## src/rtl/branch_predictor.sv

```systemverilog
// Direct-mapped branch predictor: tagged target table with per-entry saturating
// direction counters, combinational lookup and redirect, one-cycle training.
module branch_predictor #(
    parameter int ENTRIES = 16,
    parameter int CTR_W   = 2,
    parameter int STAT_W  = 16
) (
    input  logic              clk,
    input  logic              reset,
    input  logic [31:0]       if_pc,
    output logic              pred_taken,
    output logic [31:0]       pred_target,
    input  logic              upd_valid,
    input  logic [31:0]       upd_pc,
    input  logic              upd_taken,
    input  logic [31:0]       upd_target,
    input  logic              upd_pred_taken,
    input  logic [31:0]       upd_pred_target,
    output logic              mispredict,
    output logic [31:0]       correct_pc,
    input  logic              clear,
    output logic [STAT_W-1:0] hit_cnt,
    output logic [STAT_W-1:0] miss_cnt
);

    localparam int IDX_W = $clog2(ENTRIES);
    localparam int TAG_W = 30 - IDX_W;

    localparam logic [CTR_W-1:0] CTR_WEAK_T  = {1'b1, {(CTR_W-1){1'b0}}};
    localparam logic [CTR_W-1:0] CTR_WEAK_NT = {1'b0, {(CTR_W-1){1'b1}}};

    logic [ENTRIES-1:0] valid_q, valid_d;
    logic [TAG_W-1:0]   tag_q    [ENTRIES];
    logic [TAG_W-1:0]   tag_d    [ENTRIES];
    logic [31:0]        target_q [ENTRIES];
    logic [31:0]        target_d [ENTRIES];
    logic [CTR_W-1:0]   ctr_q    [ENTRIES];
    logic [CTR_W-1:0]   ctr_d    [ENTRIES];
    logic [STAT_W-1:0]  hit_cnt_q, hit_cnt_d;
    logic [STAT_W-1:0]  miss_cnt_q, miss_cnt_d;

    logic [IDX_W-1:0] if_idx, upd_idx;
    logic [TAG_W-1:0] if_tag, upd_tag;
    logic             if_hit, upd_hit;

    // Word-aligned PCs: the two low bits never select or tag an entry.
    logic unused_pc_lsbs;
    assign unused_pc_lsbs = ^{if_pc[1:0], upd_pc[1:0]};

    assign if_idx  = if_pc[IDX_W+1:2];
    assign if_tag  = if_pc[31:IDX_W+2];
    assign upd_idx = upd_pc[IDX_W+1:2];
    assign upd_tag = upd_pc[31:IDX_W+2];

    // Lookup reads registered state only, so a same-cycle update is not bypassed.
    assign if_hit      = valid_q[if_idx] && (tag_q[if_idx] == if_tag);
    assign pred_taken  = if_hit && ctr_q[if_idx][CTR_W-1];
    assign pred_target = pred_taken ? target_q[if_idx] : if_pc + 32'd4;

    assign upd_hit    = valid_q[upd_idx] && (tag_q[upd_idx] == upd_tag);
    assign mispredict = upd_valid && ((upd_taken != upd_pred_taken) ||
                                      (upd_taken && (upd_target != upd_pred_target)));
    assign correct_pc = upd_taken ? upd_target : upd_pc + 32'd4;

    assign hit_cnt  = hit_cnt_q;
    assign miss_cnt = miss_cnt_q;

    always_comb begin
        // NOTE: every _d signal takes its _q value first so no path leaves it unassigned (no latch).
        valid_d    = valid_q;
        tag_d      = tag_q;
        target_d   = target_q;
        ctr_d      = ctr_q;
        hit_cnt_d  = hit_cnt_q;
        miss_cnt_d = miss_cnt_q;

        if (clear) begin
            valid_d = '0;
        end else if (upd_valid) begin
            if (mispredict) begin
                if (miss_cnt_q != '1) miss_cnt_d = miss_cnt_q + 1'b1;
            end else begin
                if (hit_cnt_q != '1) hit_cnt_d = hit_cnt_q + 1'b1;
            end

            if (upd_hit) begin
                if (upd_taken) begin
                    if (ctr_q[upd_idx] != '1) ctr_d[upd_idx] = ctr_q[upd_idx] + 1'b1;
                    target_d[upd_idx] = upd_target;
                end else if (ctr_q[upd_idx] != '0) begin
                    ctr_d[upd_idx] = ctr_q[upd_idx] - 1'b1;
                end
            end else if (upd_taken) begin
                valid_d[upd_idx]  = 1'b1;
                tag_d[upd_idx]    = upd_tag;
                target_d[upd_idx] = upd_target;
                ctr_d[upd_idx]    = CTR_WEAK_T;
            end
        end
    end

    // NOTE: the table is a flop array, so reset clears every entry; a RAM macro could not offer this.
    always_ff @(posedge clk or negedge reset) begin
        if (!reset) begin
            valid_q    <= '0;
            hit_cnt_q  <= '0;
            miss_cnt_q <= '0;
            for (int i = 0; i < ENTRIES; i++) begin
                tag_q[i]    <= '0;
                target_q[i] <= '0;
                ctr_q[i]    <= CTR_WEAK_NT;
            end
        end else begin
            // NOTE: non-blocking assignments so every flop samples pre-edge values together.
            valid_q    <= valid_d;
            tag_q      <= tag_d;
            target_q   <= target_d;
            ctr_q      <= ctr_d;
            hit_cnt_q  <= hit_cnt_d;
            miss_cnt_q <= miss_cnt_d;
        end
    end

endmodule

```

## config.mk

```make
export PLATFORM = sky130hd
export DESIGN_NAME = branch_predictor
export DESIGN_NICKNAME = d
export VERILOG_FILES = /design/src/rtl/branch_predictor.sv
export SDC_FILE = /design/constraint.sdc
export NUM_CORES = 2
export LEC_CHECK = 0
export CORE_AREA = 2 2 421 423
export DETAILED_ROUTE_END_ITERATION = 8
export DIE_AREA = 0 0 423 425
export GPL_TIMING_DRIVEN = 0
export HOLD_SLACK_MARGIN = 0.15
export PLACE_DENSITY = 0.42
export SLEW_MARGIN = 20
export SYNTH_ARGS = -nofsm -noshare
export SYNTH_HDL_FRONTEND = slang
export SYNTH_SLANG_ARGS = --single-unit
```

## constraint.sdc

```tcl
create_clock -name clk -period 8.35 [get_ports clk]
set_input_delay 1.2525 -clock clk [delete_from_list [all_inputs] [get_ports clk]]
set_output_delay 1.2525 -clock clk [all_outputs]
set_load 0.01 [all_outputs]
```

# Word level (Yosys, flattened, before mapping)
# Index checks and enable logic that the tools add are counted.
[totals]
regBits = 1008
word_cells = 142
mem_bits_ro = 0
ramBits = 0
in_bits = 134
mem_count = 0
output_inout_bits = 98
latch_bits = 0
[classes]
n_reduce_logical = 19
n_shift = 0
bitwise_logic = 9
eq_ne = 9
n_lt_le_gt_ge = 6
div_mod_pow = 0
multipliers = 0
add_sub_neg = 6
n_mux = 42
[op_table]
columns = ["operator", "count"]
rows = [
  ["bitwise mux 512 bit", 1],
  ["bitwise mux 416 bit", 1],
  ["two-way mux 32 bit", 10],
  ["binary-select mux 26 bit (select 4 bit)", 2],
  ["two-way mux 26 bit", 5],
  ["binary-select mux 32 bit (select 4 bit)", 1],
  ["demux 32 bit (select 4 bit)", 1],
  ["demux 26 bit (select 4 bit)", 1],
  ["adder 32 x 3 -> 32 bit, second input constant", 2],
  ["bitwise mux 32 bit", 2],
  ["two-way mux 16 bit", 4],
  ["equality test 26 bit", 2],
  ["adder 16 x 1 -> 16 bit, second input constant", 2],
  ["!= test 16 bit, second input constant", 2],
  ["!= test 32 bit", 1],
  ["bitwise OR 16 bit", 2],
  ["bitwise AND 16 bit", 1],
  ["binary-select mux 2 bit (select 4 bit)", 2],
  ["inverter 16 bit", 1],
  ["AND reduction 4 bit", 3],
  ["greater-or-equal comparator 5 bit, second input constant", 2],
  ["less-than comparator 4 x 5 -> 1 bit, second input constant", 2],
  ["two-way mux 2 bit", 5],
  ["inverter 4 -> 5 bit", 2],
  ["17 further kinds", 34],
]

# Logic depth before layout (Yosys ltp)
[logic_depth]
ltp_word = 9
ltp_mapped = 16
depth_no_buf = 9

# Worst setup path before layout
# OpenSTA, ideal clock, no wires.
[synth_timing]
kind = "input port to output port"
from = "in if_pc[4]"
to = "out pred_taken"
arrival_time_ns = 4.527
n_path_buf = 3
slack_ns = 2.570
cell_stages = 9
path_cell_list = "clkbuf_1 buf_2 buf_1 mux4_2 xnor2_1 nand2_1 or4b_1 or4_1 nor4_1"
[synth_via]
elab_chain_len = 7
[synth_rtl]
columns = ["item", "line", "rtl"]
rows = [
  ["start, declared", "10", "input logic [31:0] if_pc,"],
  ["inverter 4 -> 5 bit (implied by the code)", "56, 57", ""],
  ["binary-select mux 26 bit (select 4 bit)", "56", "assign if_hit = valid_q[if_idx] && (tag_q[if_idx] == if_tag);"],
  ["two-way mux 26 bit (implied by the code) (2 in a row)", "56", ""],
  ["equality test 26 bit", "56", ""],
  ["logical AND 1 bit", "56", ""],
  ["logical AND 1 bit *", "57", "assign pred_taken = if_hit && ctr_q[if_idx][CTR_W-1];"],
  ["end, declared", "11", "output logic pred_taken,"],
]
# Mark *: on every way between the ends. The rest lies on a longest branch, timed or not. The select of a mux whose other input is x is not followed.

# Worst setup path after layout
[layout_timing]
from = "in upd_pc[3]"
to = "out correct_pc[31]"
[layout_via]
elab_chain_len = 2
[layout_rtl]
columns = ["item", "line", "rtl"]
rows = [
  ["start, declared", "14", "input logic [31:0] upd_pc,"],
  ["adder 32 x 3 -> 32 bit", "63", "assign correct_pc = upd_taken ? upd_target : upd_pc + 32'd4;"],
  ["two-way mux 32 bit", "63", ""],
  ["end, declared", "20", "output logic [31:0] correct_pc,"],
]
# Every way passes these cells.

==> impl_metrics.toml <==
[route]
routed_wl_mm = 223
route.detailed.drc = 0
wire_per_inst_um = 33.6
via_per_inst = 5.37
drtIter0Drc = 2999
route.vias.total = 35600
antenna_left = 0
firstDrtPassIters = 5

[grt]
grt.total_usage = 0.247
grt_pass1_vias = 36800
grt_pass1_wl_mm = 310
grt_max_degree = 128
grt_overflow_total = 0
antenna_found_initial = 12

[cells_and_area]
drive_above_1_share = 0.383
finish.utilization = 0.352
fin_nets = 4328
area_growth_pct = 18.0
fillers = 17300

[yosys]
synth_area_per_cell_um2 = 13.6
ys_types = 70
postSynthCellCount = 3862
synth_area_um2 = 52400
synth-main-ff-cell = "dfrtp_1"
synth_fp_nets = 4005
synth-edff-count = 0
ys_ff_latch = 1008
async_flop_share = 1.00
synth-seq-area-share = 0.482
yosys_warnings = 0

[clocking]
cts_tree = "yes"
clk_path_buf_depth = 3
cts_setup_buffers = 0
cts_buffers = 119
clock_sinks = 1008
clk_root_buffer_cell = "clkbuf_16"
cts_max_level = 3
clk_pin_slew_ns = 0.06
insertion_delay_ns = 0.80

[worst_setup_path]
startpoint = "upd_pc[3]"
reg2reg_from = "tag_q[132]"
rr_worst_depth = 12
cp.depth = 14
cp.required_ns = 7.10
cp-endpoint = "correct_pc[31]"
critical_path_class = "input port to primary output"
cp.buffers_inverters = 7
cp.arrival_ns = 7.16
cpMostUsedCell = "buf_4"
path_cells = "clkdlybuf4s50_1 > buf_6 > buf_4 > buf_4 > buf_4 > inv_1 > nor3_2 > and4_1 > nand2_1 > nor2_1 > and4_1 > xnor2_1 > o21ai_1 > clkdlybuf4s50_1"
cp_max_fo = 19
crit_path_max_incr_delay_ns = 0.78
r2r-end = "tag_q[34]"
worst-r2r-setup-slack_ns = 2.85
crit_path_start_kind = "input port"
critPathSlowestCell = "clkdlybuf4s50_1"
end_kind = "primary output"
critical_path.top_delay_family = "buffers and inverters"

[sta]
rsz0062_at_grt = "false"
finalCritPeriodShare = 1.01
skew_ns = 0.0670
relSlewSlack = 0.150
whs_ns = 0.412
hold_viol_final = 0
max_freq_mhz = 119
finalSetupViolCount = 1
tightestPinTransition_ns = 1.27
min_period_ns = 8.42
slew_violations = 0
setup_ws_ns = -0.0669

[floorplan]
core_um2 = 175000
fp-row-count = 154
fp.dieW_um = 423
start_util = 0.299
die-area_um2 = 180000
ios = 232
die_y_um = 425

[power_and_ir_drop]
vdd_drop_max_v = 0.000169
leakage_uw = 0.0270
powerDensity_nw_per_um2 = 223
finalPower_uw = 13800

[place]
place_hpwl_mm = 159
place.gp.congestion = 0.918
portBuffers = 192

[status]
violations = "negative setup slack"
outcome = "finished, violations left"

[worst_hold_path]
hp-class = "input port to asynchronous set/reset pin"

[job]
maxCapViolations = 0
## flip-flops by register name, summed over array words and instances (netlist names)
register	count
tag_q	416
hit_cnt	16
miss_cnt	16
valid_q	16
target_q	512
ctr_q	32
## power breakdown
group / total, uW / internal, uW / leakage (uW) / switching [uW]
sequential: 5930 / 5520 / 0.0134 / 416
combinational: 2410 / 1190 / 0.0117 / 1220
clock: 5420 / 3150 / 0.00198 / 2270
## per-stage QoR
step	setup slack, ns	setup TNS, ns	instance area, um^2	cells
2_1_floorplan	2.57	0	52400	3862
3_3_place_gp	-44.27	-	57200	6394
3_5_place_dp	-1.25	-39.30	57700	6408
4_1_cts	0.00527	0	61800	6626
5_1_grt	0.0268	0	61800	6625
6_report	-0.0669	-0.0669	61800	6627
## what timing repair did
action / in CTS / in global routing
hold buffers: 0 / 0
resized for setup: 29 / 5
gates cloned: 0 / 0
endpoints found under the hold margin: 0 / 0
setup endpoints to repair: 43 / 26
## worst min path at each step
stage	start	to	slack, ns	depth (start not counted)
after floorplan	target_q[416]	target_q[416]	0.44	2
after global placement	target_q[389]	target_q[389]	0.45	2
after detailed placement	target_q[388]	target_q[388]	0.46	2
after CTS	reset	miss_cnt[0]	0.40	1
after global routing	reset	miss_cnt[6]	0.44	1
final	reset	miss_cnt[6]	0.41	1
## worst reg2reg max path: cells and delay by family, from the launching register on
kind / cells / cell delay [ns]
xor gates and xnor gates: 1 / 0.23
buffers and inverters: 3 / 1.21
DFF: 1 / 0.39
AOI/OAI and AO/OA: 2 / 1.28
and+or+nand+nor: 3 / 1.22
muxes: 3 / 1.06
## layout make-up
cell class,count,area [um^2],area share
tap,2340,2930,0.0474
multi-input combinational,2470,25600,0.414
clock buffer,192,3660,0.0593
buffer,355,1660,0.0269
sequential,1008,25200,0.409
inverter,25,93.8,0.00152
clock inverter,29,374,0.00606
antenna,2,5.00,0.0000810
timing repair buffer,206,2250,0.0364
## kinds of logic (layout without fill, tap and decap cells)
logic type                 count (synthesis)  in the layout  share of synthesized area
AOI/OAI and AO/OA                        189            189                     0.0253
xor gates and xnor gates                 172            172                     0.0288
adders and majority gates                  9              9                    0.00215
buffers and inverters                    384            807                     0.0319
DFF                                     1008           1008                      0.482
muxes                                   1333           1333                      0.365
other                                      0              2                          0
and+or+nand+nor                          767            767                     0.0648
## synth_stat cells (4+ instances only)
cell type | number | area share
mux4_2 | 374 | 0.16
nand2_1 | 494 | 0.035
buf_2 | 61 | 0.0058
nor2b_1 | 16 | 0.0019
buf_4 | 21 | 0.0030
nand3_1 | 60 | 0.0057
a22oi_2 | 5 | 0.0012
nand4_1 | 30 | 0.0036
nor2_2 | 4 | 0.00048
xor2_1 | 68 | 0.011
nor3_2 | 9 | 0.0017
a211oi_1 | 7 | 0.0010
ha_1 | 9 | 0.0022
o21ai_0 | 51 | 0.0049
a22oi_1 | 30 | 0.0043
dfstp_2 | 16 | 0.0080
and2_1 | 8 | 0.00096
clkbuf_1 | 236 | 0.017
o21a_1 | 15 | 0.0022
nor3_1 | 18 | 0.0017
mux2i_1 | 82 | 0.016
and3_1 | 29 | 0.0035
nor4_1 | 13 | 0.0016
and4_1 | 11 | 0.0018
buf_6 | 10 | 0.0022
o22ai_1 | 11 | 0.0013
buf_1 | 31 | 0.0022
nor2_1 | 59 | 0.0042
inv_1 | 21 | 0.0015
xnor2_1 | 104 | 0.017
mux2_2 | 875 | 0.19
dfrtp_1 | 992 | 0.47
o211ai_1 | 11 | 0.0016
a21oi_1 | 21 | 0.0020
## metal layers
metal	share of wire	GRT usage	routed length, um	vias up
met5	0.000049	0	11	-
met4	0.038	0.0857	8520	2
met3	0.044	0.0344	9920	299
met2	0.49	0.417	110000	1028
met1	0.43	0.324	94800	19400
li1	-	-	-	14800
## cell usage in the layout (no fill, tap or decap), drive strengths merged, types with 5 or more instances in the layout
master         instances
a211oi                 7
a21oi                 21
a22oi                 35
and2                   9
and3                  29
and4                  11
buf                  129
bufinv                 5
clkbuf               429
clkdlybuf4s50        191
clkinv                20
dfrtp                992
dfstp                 16
ha                     9
inv                   26
mux2                 877
mux2i                 82
mux4                 374
nand2                494
nand3                 60
nand4                 30
nor2                  63
nor2b                 16
nor3                  27
nor4                  13
o211ai                11
o21a                  15
o21ai                 52
o22ai                 11
xnor2                104
xor2                  68
Note: power is estimated with default switching activity, not from simulation.
